==> config.mk <==
export PLATFORM = sky130hd
export DESIGN_NAME = alu_arbiter
export DESIGN_NICKNAME = d
export VERILOG_FILES = /design/src/rtl/alu_arbiter.sv
export SDC_FILE = /design/constraint.sdc
export NUM_CORES = 1
export LEC_CHECK = 0
export CORE_UTILIZATION = 35
export DETAILED_ROUTE_END_ITERATION = 8
export PLACE_DENSITY = 0.85
export SYNTH_ARGS = -nofsm -noshare
export SYNTH_HDL_FRONTEND = slang
export SYNTH_SLANG_ARGS = --single-unit
==> constraint.sdc <==
create_clock -name clk -period 1.35 [get_ports clk]
set_input_delay 0.405 -clock clk [delete_from_list [all_inputs] [get_ports clk]]
set_output_delay 0.405 -clock clk [all_outputs]
set_load 0.05 [all_outputs]
==> src/rtl/alu_arbiter.sv <==
// Two-requester round-robin arbiter that issues one ALU operation at a time and returns the result.
// Optional WAIT timeout is enabled by defining ALU_ARB_TIMEOUT_EN.
module alu_arbiter #(
  parameter int W              = 8,
  parameter int TIMEOUT_CYCLES = 255
) (
  input  logic           clk,
  input  logic           reset,
  input  logic           req0,
  input  logic           req1,
  input  logic [1:0]     op0,
  input  logic [1:0]     op1,
  input  logic [W-1:0]   a0,
  input  logic [W-1:0]   b0,
  input  logic [W-1:0]   a1,
  input  logic [W-1:0]   b1,
  output logic           gnt0,
  output logic           gnt1,
  output logic           rsp_valid0,
  output logic           rsp_valid1,
  output logic [2*W-1:0] rsp_result,
  output logic           rsp_err,
  output logic           alu_begin_op,
  output logic [1:0]     alu_opcode,
  output logic [W-1:0]   alu_a,
  output logic [W-1:0]   alu_b,
  input  logic           alu_done,
  input  logic [2*W-1:0] alu_result
);

  typedef enum logic [2:0] {StIdle, StGrant, StIssue, StWait, StResp} state_e;

  state_e state_q, state_d;
  logic   sel_q, last_q;
  logic   win, timeout, wait_exit;

  // Contention goes to whoever was not served last; a lone request always wins.
  assign win = (req0 & req1) ? ~last_q : req1;

`ifdef ALU_ARB_TIMEOUT_EN
  localparam int CW = $clog2(TIMEOUT_CYCLES + 1);
  logic [CW-1:0] cnt_q;
  logic          err_q;

  always_ff @(posedge clk or posedge reset) begin
    if (reset) begin
      cnt_q <= '0;
      err_q <= 1'b0;
    end else begin
      if (state_q == StIssue) begin
        cnt_q <= '0;
      end else if (state_q == StWait) begin
        cnt_q <= cnt_q + CW'(1);
      end
      if (wait_exit) begin
        err_q <= timeout;
      end
    end
  end

  assign timeout = (state_q == StWait) & alu_opcode[1] & ~alu_done &
                   (cnt_q == CW'(TIMEOUT_CYCLES - 1));
`else
  assign timeout = 1'b0;
`endif

  // Add/sub finish after a single WAIT cycle regardless of alu_done.
  assign wait_exit = (state_q == StWait) & (~alu_opcode[1] | alu_done | timeout);

  always_ff @(posedge clk or posedge reset) begin
    if (reset) begin
      state_q <= StIdle;
    end else begin
      state_q <= state_d;
    end
  end

  always_comb begin
    state_d = state_q;
    unique case (state_q)
      StIdle:  if (req0 | req1) state_d = StGrant;
      StGrant: state_d = StIssue;
      StIssue: state_d = StWait;
      StWait:  if (wait_exit) state_d = StResp;
      StResp:  state_d = StIdle;
      default: state_d = StIdle;
    endcase
  end

  always_ff @(posedge clk or posedge reset) begin
    if (reset) begin
      sel_q      <= 1'b0;
      last_q     <= 1'b1;
      alu_opcode <= '0;
      alu_a      <= '0;
      alu_b      <= '0;
      rsp_result <= '0;
    end else begin
      case (state_q)
        StIdle: begin
          if (req0 | req1) sel_q <= win;
        end
        StGrant: begin
          alu_opcode <= sel_q ? op1 : op0;
          alu_a      <= sel_q ? a1 : a0;
          alu_b      <= sel_q ? b1 : b0;
        end
        StWait: begin
          if (wait_exit) rsp_result <= timeout ? '0 : alu_result;
        end
        StResp: begin
          last_q <= sel_q;
        end
        default: ;
      endcase
    end
  end

  always_comb begin
    gnt0         = (state_q == StGrant) & ~sel_q;
    gnt1         = (state_q == StGrant) & sel_q;
    alu_begin_op = (state_q == StIssue);
    rsp_valid0   = (state_q == StResp) & ~sel_q;
    rsp_valid1   = (state_q == StResp) & sel_q;
`ifdef ALU_ARB_TIMEOUT_EN
    rsp_err      = (state_q == StResp) & err_q;
`else
    rsp_err      = 1'b0;
`endif
  end

endmodule

==> Word-level counts from Yosys, hierarchy flattened <==
Index checks and enable logic that the tools add are counted.
{ "word_totals": {"word_cells": 35, "regBits": 39, "out_inout_bits": 40, "in_bits": 57} }
{ "classes": {"n_bitwise": 11, "mux": 7, "eq_ne": 6, "n_reduce_logical": 4} }
{ "op_table": {"columns": ["op", "count"], "rows": [
  ["$mux 8", 2],
  ["$pmux 3 s4", 1],
  ["$and 1x1->1", 6],
  ["$eq 3x2->1 const B", 2],
  ["$mux 3", 2],
  ["$reduce_and 2->1", 3],
  ["$ne 2x2->1 const B", 2],
  ["$eq 3x1->1 const B", 1],
  ["$eq 3x3->1 const B", 1],
  ["$logic_not 3->1", 1],
  ["$not 1->1", 3],
  ["$mux 2", 1],
  ["$or 1x1->1", 2],
  ["$mux 1", 1]
]} }

==> Depth between registers and ports, before layout <==
Gate-level depths: netlist of run 1.
{ "logic_depth": {"ltp_word": 5, "mapped_depth": 6, "ltp_nobuf": 3} }

==> Worst setup path before layout of run 1 <==
No wires, ideal clock.
{ "synth_path": {"path_type": "flip-flop to output port", "from": "register state_q[1]", "to": "output port alu_begin_op", "path_stages_with_launch": 4, "t_required_ps": 945, "setup_slack_ps": -647, "t_arrival_ps": 1592, "n_path_buf": 1, "cell_sequence": "dfrtp_1 -> clkbuf_2 -> inv_1 -> nor3_1"} }
{ "synth_between": {"elab_chain_len": 1} }
{ "synth_rtl": {"columns": ["item", "line_no", "source"], "rows": [
  ["start, declared", "33", "state_e state_q, state_d;"],
  ["start signal, assigned", "72", "state_q <= StIdle;"],
  ["start signal, assigned", "74", "state_q <= state_d;"],
  ["$eq 3x2->1", "122", "alu_begin_op = (state_q == StIssue);"],
  ["end, declared", "23", "output logic alu_begin_op,"]
]} }
Every way passes these cells.

==> Final worst setup path of run 1 <==
{ "layout_path": {"from": "register state_q[1]", "to": "output port gnt0"} }
{ "layout_between": {"elab_chain_len": 2} }
{ "layout_rtl": {"columns": ["item", "line_no", "source"], "rows": [
  ["$eq 3x1->1", "120", "gnt0 = (state_q == StGrant) & ~sel_q;"],
  ["$and 1x1->1", "120", null],
  ["end, declared", "17", "output logic gnt0,"]
]} }
Every way passes these cells.

==> metrics.yaml, run 1 <==
global_routing:
  track_usage_pct: 18.4
  grt.met3_usage_pct: 4.28
  use_met2_pct: 33.1
  first_global_vias: 1488
  grt_max_degree: 22
  antenna_found_initial: 0
  grt_pass1_wl_um: 7250
  grt_busiest_layer: "met2"
  grt_remaining_overflow: 0
  met1_usage_pct: 22.2
hold_path:
  hold_class: "primary input to asynchronous set/reset pin"
layout:
  drive_above_1_share_pct: 38.6
  layout_commonest_cell: "clkdlybuf4s50_1"
  multi_input_area_um2: 757
  nets: 315
  final_cell_mix: "clkdlybuf4s50_1 (55), buf_12 (41), dfrtp_1 (36)"
  fillCellCount: 306
  post-route-cell-area_mm2: 0.00352
  finish.utilization_pct: 73.6
  regArea_um2: 980
  antenna-diode-count: 0
  syn_to_final_growth_pct: 100
floorplanning:
  die_h_um: 72.9
  chipWidth_um: 72.9
  rows: 25
  boundaryPins: 97
  initial_core_util_pct: 36.7
  core_area_mm2: 0.00479
  dieArea_mm2: 0.00531
place:
  dp_hpwl_um: 3620
  gp_congestion: 0.812
  place_area_mm2: 0.00327
  io_buffers: 95
clock_tree:
  cts_sinks: 39
  clk_latency_ps: 280
  clk_pin_slew_ps: 80
  numCtsBuffers: 5
  postCtsHoldBufs: 0
  clock_path_buffers: 2
  clockRootBuffer: "clkbuf_8"
  cts_tree: "yes"
  htree_levels: 2
logic_synthesis:
  ys_ff_latch: 39
  synthesis.area_mm2: 0.00176
  syn_area_per_cell_um2: 12.3
  synthesis.nets: 200
  syn_inst: 143
  synth_warnings: 0
  yosysSeqAreaShare_pct: 55.6
  synth.distinct_cells: 25
timing:
  fin_ws_ps: -396
  whs_ps: 468
  rsz0062_at_grt: "yes"
  finalHoldViolations: 0
  min_period_ps: 1750
  fin_tns_setup_ps: -3780
  max_freq_mhz: 573
  setup_viol: 21
  finClkSkew_ps: 6.93
  period_share_pct: 129
  slew_viol_final: 0
pwr:
  ir_worst_vdd_uv: 1370
  power_density_mw_per_mm2: 2920
  power.total_mw: 10.3
  p_leak_nw: 1.62
route:
  post_drt_wl_per_cell_um: 14.3
  wl_um: 4670
  postRouteAntennaNets: 0
  vias: 1495
  drc: 0
  drtPass1Iterations: 4
  vias_per_cell: 4.59
  drt_iter0_drc: 26
worst_setup_path:
  crit_start: "state_q[1]"
  cp_max_fo: 4
  r2r_cells: 5
  r2r_start: "state_q[2]"
  rrSetupSlack_ps: -160
  crit_type: "flop to output pin"
  crit_required_ps: 950
  timing.rr.end: "rsp_result[7]"
  cp-endpoint: "gnt0"
  arrival_ps: 1340
  startpoint_type: "flop"
  cp-end-kind: "output pin"
run:
  drv_cap: 0
outcome:
  status: "finished, violations left"
  failed_checks: "negative setup slack"
[worst max-delay path, cell delays in order (launching register included)]
cell	delay (ps)
dfrtp_2	440
nor3b_4	200
buf_6	140
nor2b_4	150
buf_12	140
[synthesized netlist by cell type]
library cell,n,area [um^2]
nor3b_2,1,12.5
buf_2,4,20.0
mux2_2,7,78.8
a21o_1,1,7.51
and3_1,2,12.5
nand4b_4,1,23.8
mux2i_1,18,180
a21oi_1,16,80.1
clkbuf_2,1,5.00
nand2b_1,1,6.26
mux2_4,9,135
o22a_1,1,8.76
a21oi_2,2,17.5
nor2b_1,1,6.26
nor2_1,21,78.8
and2_1,1,6.26
dfstp_2,1,26.3
nand2_1,3,11.3
a32o_1,1,10.0
nor3_1,4,20.0
buf_4,3,22.5
buf_6,2,22.5
conb_1,1,3.75
dfrtp_1,38,951
inv_1,3,11.3
[per-layer routing]
layer / vias up / share of wire [%]
li1: 715 / -
met1: 727 / 38
met2: 48 / 57
met3: 5 / 4.0
met4: 0 / 0.66
met5: - / 0
[layout make-up]
type | instances | share of cell area, %
repair buffers | 118 | 45.1
flip-flops and latches | 39 | 27.8
multi-input cells | 91 | 21.5
clock buffers | 8 | 2.84
well taps | 67 | 2.38
inverters | 3 | 0.320
[logic make-up after synthesis]
kind of cell,share of synthesized area (%)
multiplexers,22.4
buffers and inverters,4.63
AND/OR/NAND/NOR,10.1
flip-flops,55.6
AO/OA/AOI/OAI,7.05
other,0.213
[registers in the layout (all words and copies together), names as in the netlist]
name        count
sel_q           1
alu_b           8
alu_opcode      2
alu_a           8
rsp_result     16
state_q         3
last_q          1
[power by group]
group          switching, mW  internal (mW)  leakage (nW)
sequential             0.624           1.77         0.439
combinational           3.35           3.68          1.13
clock                  0.369          0.466        0.0515
total                   4.34           5.92          1.62
[timing repair]
| action | in CTS | in global routing |
|---|---|---|
| gates cloned | 2 | 0 |
| buffers inserted | 6 | 2 |
| gates resized for setup | 11 | 5 |
| setup endpoints to repair | 21 | 36 |
| pin swaps | 1 | 2 |
| hold endpoints to repair | 0 | 0 |
[how the worst min path moves through the flow]
stage	start	to	slack, ps	cells after the start
2_1_floorplan	last_q	last_q	490	1
4_1_cts	reset	alu_b[5]	480	3
3_5_place_dp	last_q	last_q	510	1
6_report	reset	alu_b[4]	470	3
3_3_place_gp	last_q	last_q	500	1
5_1_grt	reset	alu_b[4]	510	3
[stage by stage]
step,setup slack [ps],std cells
after floorplan,-212,143
after global placement,-365,311
after detailed placement,-374,311
after CTS,-397,327
after global routing,-471,326
final,-396,326
Note: power is estimated with default switching activity, not from simulation.
==> run 2: changes to the inputs <==
--- a/config.mk
+++ b/config.mk
@@ -7,7 +7,7 @@
 export LEC_CHECK = 0
 export CORE_UTILIZATION = 35
 export DETAILED_ROUTE_END_ITERATION = 8
-export PLACE_DENSITY = 0.85
+export PLACE_DENSITY = 0.86
 export SYNTH_ARGS = -nofsm -noshare
 export SYNTH_HDL_FRONTEND = slang
 export SYNTH_SLANG_ARGS = --single-unit
==> run 2 against run 1 <==
Against the previous run:
- the flow still finishes with violations (negative setup slack)
- core utilization down 0.55 points
- sequential share of layout area up 0.21 points
- final area shrank 0.75%
- sequential power is essentially flat
- die area unchanged
- worst setup slack improved by 7.6 ps
- clock skew is 3.4 ps higher
- hold slack better by 16 ps
- total power decreased by 1.2%
- clock power rose by 20%
- critical path depth is 1 lower
- wire length decreased by 2.8%
- critical path type unchanged
- largest cell class unchanged
- largest power group unchanged
- highest routed layer unchanged
==> metrics.yaml, run 2 (synthesized netlist as in run 1, its figures left out) <==
layout:
  final_cell_mix: "clkdlybuf4s50_1 (55), buf_12 (40), dfrtp_1 (36)"  # was clkdlybuf4s50_1 (55), buf_12 (41), dfrtp_1 (36)
  stdcell_count: 324  # was 326
  largest_register: "rsp_result"  # unchanged
  post-route-cell-area_mm2: 0.00349  # was 0.00352 mm^2
  drive_above_1_share_pct: 37.7  # was 38.6%
  antenna-diode-count: 0  # unchanged
  largest_register_ffs: 16  # unchanged
  syn_to_final_growth_pct: 98.8  # was 100%
  layout_commonest_cell: "clkdlybuf4s50_1"  # unchanged
  top_regs: "rsp_result (16), alu_a (8), alu_b (8)"  # unchanged
  nets: 313  # was 315
place:
  post-place-ws_ps: -375  # was -374 ps
  place_inst: 310  # was 311
  io_buffers: 95  # unchanged
  gp_congestion: 0.854  # was 0.812
  place_area_mm2: 0.00328  # was 0.00327 mm^2
  dp_hpwl_um: 3520  # was 3620 um
global_routing:
  grt_remaining_overflow: 0  # unchanged
  grt_pass1_wl_um: 7400  # was 7250 um
  track_usage_pct: 18.6  # was 18.4%
  first_global_vias: 1582  # was 1,488
  grt_max_degree: 35  # was 22
  antenna_found_initial: 0  # unchanged
worst_setup_path:
  startpoint_type: "flop"  # unchanged
  crit_type: "flop to output pin"  # unchanged
  cp-end-kind: "output pin"  # unchanged
  rrSetupSlack_ps: -70  # was -160 ps
  cp_max_fo: 5  # was 4
  r2r_cells: 4  # was 5
  arrival_ps: 1330  # was 1340 ps
  r2r_start: "state_q[2]"  # unchanged
  crit_required_ps: 950  # about the same
  timing.rr.end: "rsp_result[4]"  # was rsp_result[7]
timing:
  max_freq_mhz: 575  # was 573 MHz
  rsz0062_at_grt: "yes"  # unchanged
  finalHoldViolations: 0  # unchanged
  finClkSkew_ps: 10.4  # was 6.93 ps
  setup_viol: 22  # was 21
  fin_ws_ps: -388  # was -396 ps
  slew_viol_final: 0  # unchanged
  period_share_pct: 129  # about the same
  min_period_ps: 1740  # was 1750 ps
clock_tree:
  cts_sinks: 39  # unchanged
  htree_levels: 2  # unchanged
  postCtsHoldBufs: 0  # unchanged
  clock_path_buffers: 2  # unchanged
  clk_latency_ps: 290  # was 280 ps
  numCtsBuffers: 5  # unchanged
  clockRootBuffer: "clkbuf_8"  # unchanged
  clk_pin_slew_ps: 80  # about the same
  cts_tree: "yes"  # unchanged
outcome:
  status: "finished, violations left"  # unchanged
  failed_checks: "negative setup slack"  # unchanged
run:
  drv_cap: 0  # unchanged
pwr:
  cell_internal_pwr_mw: 5.87  # was 5.92 mW
  pwr-share-clk_pct: 9.9  # was 8.1%
  power_density_mw_per_mm2: 2900  # was 2920 mW/mm^2
  pwr-share-comb_pct: 66.2  # was 68.5%
  ir_worst_vdd_uv: 2050  # was 1370 uV
  p_sw_share_pct: 42.1  # was 42.3%
  power.total_mw: 10.1  # was 10.3 mW
  p_leak_nw: 1.60  # was 1.62 nW
  pwr-share-seq_pct: 23.9  # was 23.4%
  switchingPower_mw: 4.27  # was 4.34 mW
route:
  wl_um: 4540  # was 4670 um
  post_drt_wl_per_cell_um: 14.0  # was 14.3 um
  postRouteAntennaNets: 0  # unchanged
  vias_per_cell: 4.51  # was 4.59
  drt_iter0_drc: 51  # was 26
  vias: 1461  # was 1,495
  drc: 0  # unchanged
  drtPass1Iterations: 4  # unchanged
floorplanning:
  rows: 25  # unchanged
  core_area_mm2: 0.00479  # unchanged
  dieArea_mm2: 0.00531  # unchanged
  die_h_um: 72.9  # unchanged
  boundaryPins: 97  # unchanged
  initial_core_util_pct: 36.7  # unchanged
  chipWidth_um: 72.9  # unchanged
hold_path:
  hold_class: "primary input to asynchronous set/reset pin"  # unchanged
## run 2: final cells by class
type                    count  area, um^2
multi-input cells          91         742
flip-flops and latches     39         980
well taps                  67        83.8
inverters                   3        11.3
repair buffers            116        1560
clock buffers               6        82.6
fillers                   321        1290
clock inverters             2        35.0
## run 2: critical path, stage by stage, from the launching register on
cell     delay [ps]
dfrtp_2         450
nor3b_4         240
nor2b_4         210
buf_12          140
## run 2: worst max path at each step
stage	startpoint	endpoint	slack [ps]	cells after the start
3_3_place_gp	alu_done	rsp_result[9]	-360	5
4_1_cts	state_q[1]	gnt0	-410	3
6_report	state_q[1]	gnt0	-390	3
5_1_grt	state_q[1]	gnt0	-470	3
2_1_floorplan	state_q[1]	gnt0	-210	4
3_5_place_dp	alu_done	rsp_result[9]	-380	5
## run 2: metrics by stage
stage | hold slack [ps] | utilization, % | TNS [ps]
2_1_floorplan | 494 | - | -1280
3_5_place_dp | 513 | 68.4 | -6650
5_1_grt | 533 | 73.0 | -5030
6_report | 484 | 73.0 | -2360
3_3_place_gp | 502 | 68.4 | -6200
4_1_cts | 489 | 72.7 | -3240
## run 2: per-layer routing
metal | part of all wire [%] | track usage, % | wire, um | vias to the layer above
met2 | 55 | 34.5 | 2510 | 44
met4 | 0.88 | 5.88 | 40 | 0
met3 | 4.6 | 4.97 | 210 | 4
met5 | 0 | 0 | 0 | -
met1 | 39 | 20.7 | 1780 | 701
li1 | - | - | - | 712
## run 2: timing repair
item / in CTS / in global routing
cloned: 2 / 0
pin swaps: 2 / 0
setup buffers: 2 / 2
setup endpoints to repair: 33 / 40
gates resized for setup: 8 / 3
## run 2: power groups by stage
stage	combinational, mW	sequential, mW	clock (mW)
final	6.72	2.42	1.00
after global routing	7.02	2.49	1.08
after CTS	6.77	2.43	1.03
after detailed placement	6.52	2.43	0
after global placement	6.38	2.41	0
after floorplan	1.89	3.84	0
==> run 3: changes to the inputs <==
--- a/config.mk
+++ b/config.mk
@@ -7,7 +7,7 @@
 export LEC_CHECK = 0
 export CORE_UTILIZATION = 35
 export DETAILED_ROUTE_END_ITERATION = 8
-export PLACE_DENSITY = 0.86
+export PLACE_DENSITY_LB_ADDON = 0.05
 export SYNTH_ARGS = -nofsm -noshare
 export SYNTH_HDL_FRONTEND = slang
 export SYNTH_SLANG_ARGS = --single-unit
==> run 3 against run 2 <==
Against the previous run:
- the run still ends with negative setup slack left
- first-iteration DRC count shrank 37%
- largest cell class unchanged
- critical endpoint unchanged
- core utilization decreased by 1.7 points
- clock power is 12% lower
- fmax rose by 1.8%
- final area shrank 2.3%
- highest routed layer unchanged
- non-clock buffer count fell by 8
- register-to-register slack worse by 20 ps
- cell count decreased by 2.5%
- combinational power fell by 2%
- clock skew shrank 6.3 ps
==> metrics.yaml, run 3 (synthesized netlist as in run 1, its figures left out) <==
outcome:
  status: "finished, violations left"  # unchanged
  failed_checks: "negative setup slack"  # unchanged
layout:
  stdcell_count: 316  # was 324
  largest_register_ffs: 16  # unchanged
  fillCellCount: 344  # was 321
  finish.utilization_pct: 71.3  # was 73.0%
  top_regs: "rsp_result (16), alu_a (8), alu_b (8)"  # unchanged
  syn_to_final_growth_pct: 94.2  # was 98.8%
  nets: 305  # was 313
  antenna-diode-count: 0  # unchanged
  drive_above_1_share_pct: 36.1  # was 37.7%
  final_cell_mix: "clkdlybuf4s50_1 (55), buf_12 (40), dfrtp_1 (36)"  # unchanged
  layout_commonest_cell: "clkdlybuf4s50_1"  # unchanged
  largest_register: "rsp_result"  # unchanged
worst_setup_path:
  cp-end-kind: "output pin"  # unchanged
  cpMaxStageDelayCell: "dfrtp_2"  # unchanged
  crit_start: "state_q[1]"  # unchanged
  r2r_start: "state_q[2]"  # unchanged
  startpoint_type: "flop"  # unchanged
  crit_chain: "nor3b_4 > nor2b_4 > buf_12"  # unchanged
  cp_max_fo: 4  # was 5
  slowest_delay_ps: 440  # was 450 ps
  crit_required_ps: 950  # about the same
  crit_type: "flop to output pin"  # unchanged
  arrival_ps: 1300  # was 1330 ps
route:
  wl_um: 4440  # was 4540 um
  vias: 1459  # was 1,461
  drt_iter0_drc: 32  # was 51
  drtPass1Iterations: 3  # was 4
  postRouteAntennaNets: 0  # unchanged
  drc: 0  # unchanged
  vias_per_cell: 4.62  # was 4.51
  post_drt_wl_per_cell_um: 14.0  # about the same
place:
  io_buffers: 95  # unchanged
  place_inst: 306  # was 310
  dp_hpwl_um: 3390  # was 3520 um
  gp_congestion: 0.934  # was 0.854
timing:
  slew_viol_final: 0  # unchanged
  finClkSkew_ps: 4.04  # was 10.4 ps
  setup_viol: 21  # was 22
  rsz0062_at_grt: "yes"  # unchanged
  fin_ws_ps: -358  # was -388 ps
  fin_tns_setup_ps: -2540  # was -2360 ps
  min_period_ps: 1710  # was 1740 ps
  max_freq_mhz: 585  # was 575 MHz
  period_share_pct: 127  # was 129%
  finalHoldViolations: 0  # unchanged
floorplanning:
  die_h_um: 72.9  # unchanged
  boundaryPins: 97  # unchanged
  dieArea_mm2: 0.00531  # unchanged
  chipWidth_um: 72.9  # unchanged
  initial_core_util_pct: 36.7  # unchanged
  rows: 25  # unchanged
  core_area_mm2: 0.00479  # unchanged
clock_tree:
  clk_latency_ps: 290  # about the same
  cts_tree: "yes"  # unchanged
  clk_pin_slew_ps: 80  # about the same
  clock_path_buffers: 2  # unchanged
  postCtsHoldBufs: 0  # unchanged
  cts_sinks: 39  # unchanged
  clockRootBuffer: "clkbuf_8"  # unchanged
  numCtsBuffers: 5  # unchanged
  htree_levels: 2  # unchanged
global_routing:
  track_usage_pct: 17.9  # was 18.6%
  grt_remaining_overflow: 0  # unchanged
  first_global_vias: 1536  # was 1,582
  grt_max_degree: 40  # was 35
  grt_pass1_wl_um: 6940  # was 7400 um
  antenna_found_initial: 0  # unchanged
hold_path:
  hold_class: "primary input to asynchronous set/reset pin"  # unchanged
pwr:
  ir_worst_vdd_uv: 1880  # was 2050 uV
  power_density_mw_per_mm2: 2890  # was 2900 mW/mm^2
  p_leak_nw: 1.55  # was 1.60 nW
run:
  drv_cap: 0  # unchanged
-- run 3: timing repair --
action,CTS,global route
buffers inserted,0,0
pin swaps,1,0
endpoints found under the setup margin,21,38
resized for setup,4,6
cloned,2,0
-- run 3: critical path: cells and delay by family, from the launching register on --
kind                   cells  cell delay [ps]
and+or+nand+nor            2              430
DFF                        1              440
buffers and inverters      1              140
-- run 3: stage by stage --
stage | setup slack (ps) | area, um^2 | total power [mW] | hold slack (ps)
after global placement | -350 | 3250 | 8.71 | 500
after CTS | -376 | 3410 | 9.97 | 499
after floorplan | -212 | 1800 | 5.73 | 494
after global routing | -442 | 3410 | 10.3 | 515
after detailed placement | -366 | 3250 | 8.89 | 521
final | -358 | 3410 | 9.86 | 495
-- run 3: power by group --
group	switching, mW	internal (mW)
Combinational	3.21	3.36
Clock	0.414	0.467
Sequential	0.629	1.77
-- run 3: final cells by class --
| cell class | count | area [um^2] | share of cell area, % |
|---|---|---|---|
| multi-input combinational | 91 | 749 | 22.0 |
| timing repair buffer | 108 | 1490 | 43.6 |
| sequential | 39 | 980 | 28.7 |
| tap | 67 | 83.8 | 2.46 |
| inverter | 3 | 11.3 | 0.330 |
| clock buffer | 8 | 100 | 2.93 |
-- run 3: layer usage --
layer	GRT usage, %	share of wire, %
met1	18.2	36
met2	32.1	53
met3	5.52	7.8
met4	10.7	2.8
met5	0	0
-- run 3: path summary, 6_finish.rpt --
path | cells past startpoint | slack (ps) | endpoint
max | 3 | -360 | gnt0
min | 3 | 500 | rsp_result[6]
max reg2reg | 4 | -90 | rsp_result[12]
min reg2reg | 1 | 530 | last_q
max in group asynchronous | 3 | 600 | last_q
min in group clk | 1 | 530 | last_q
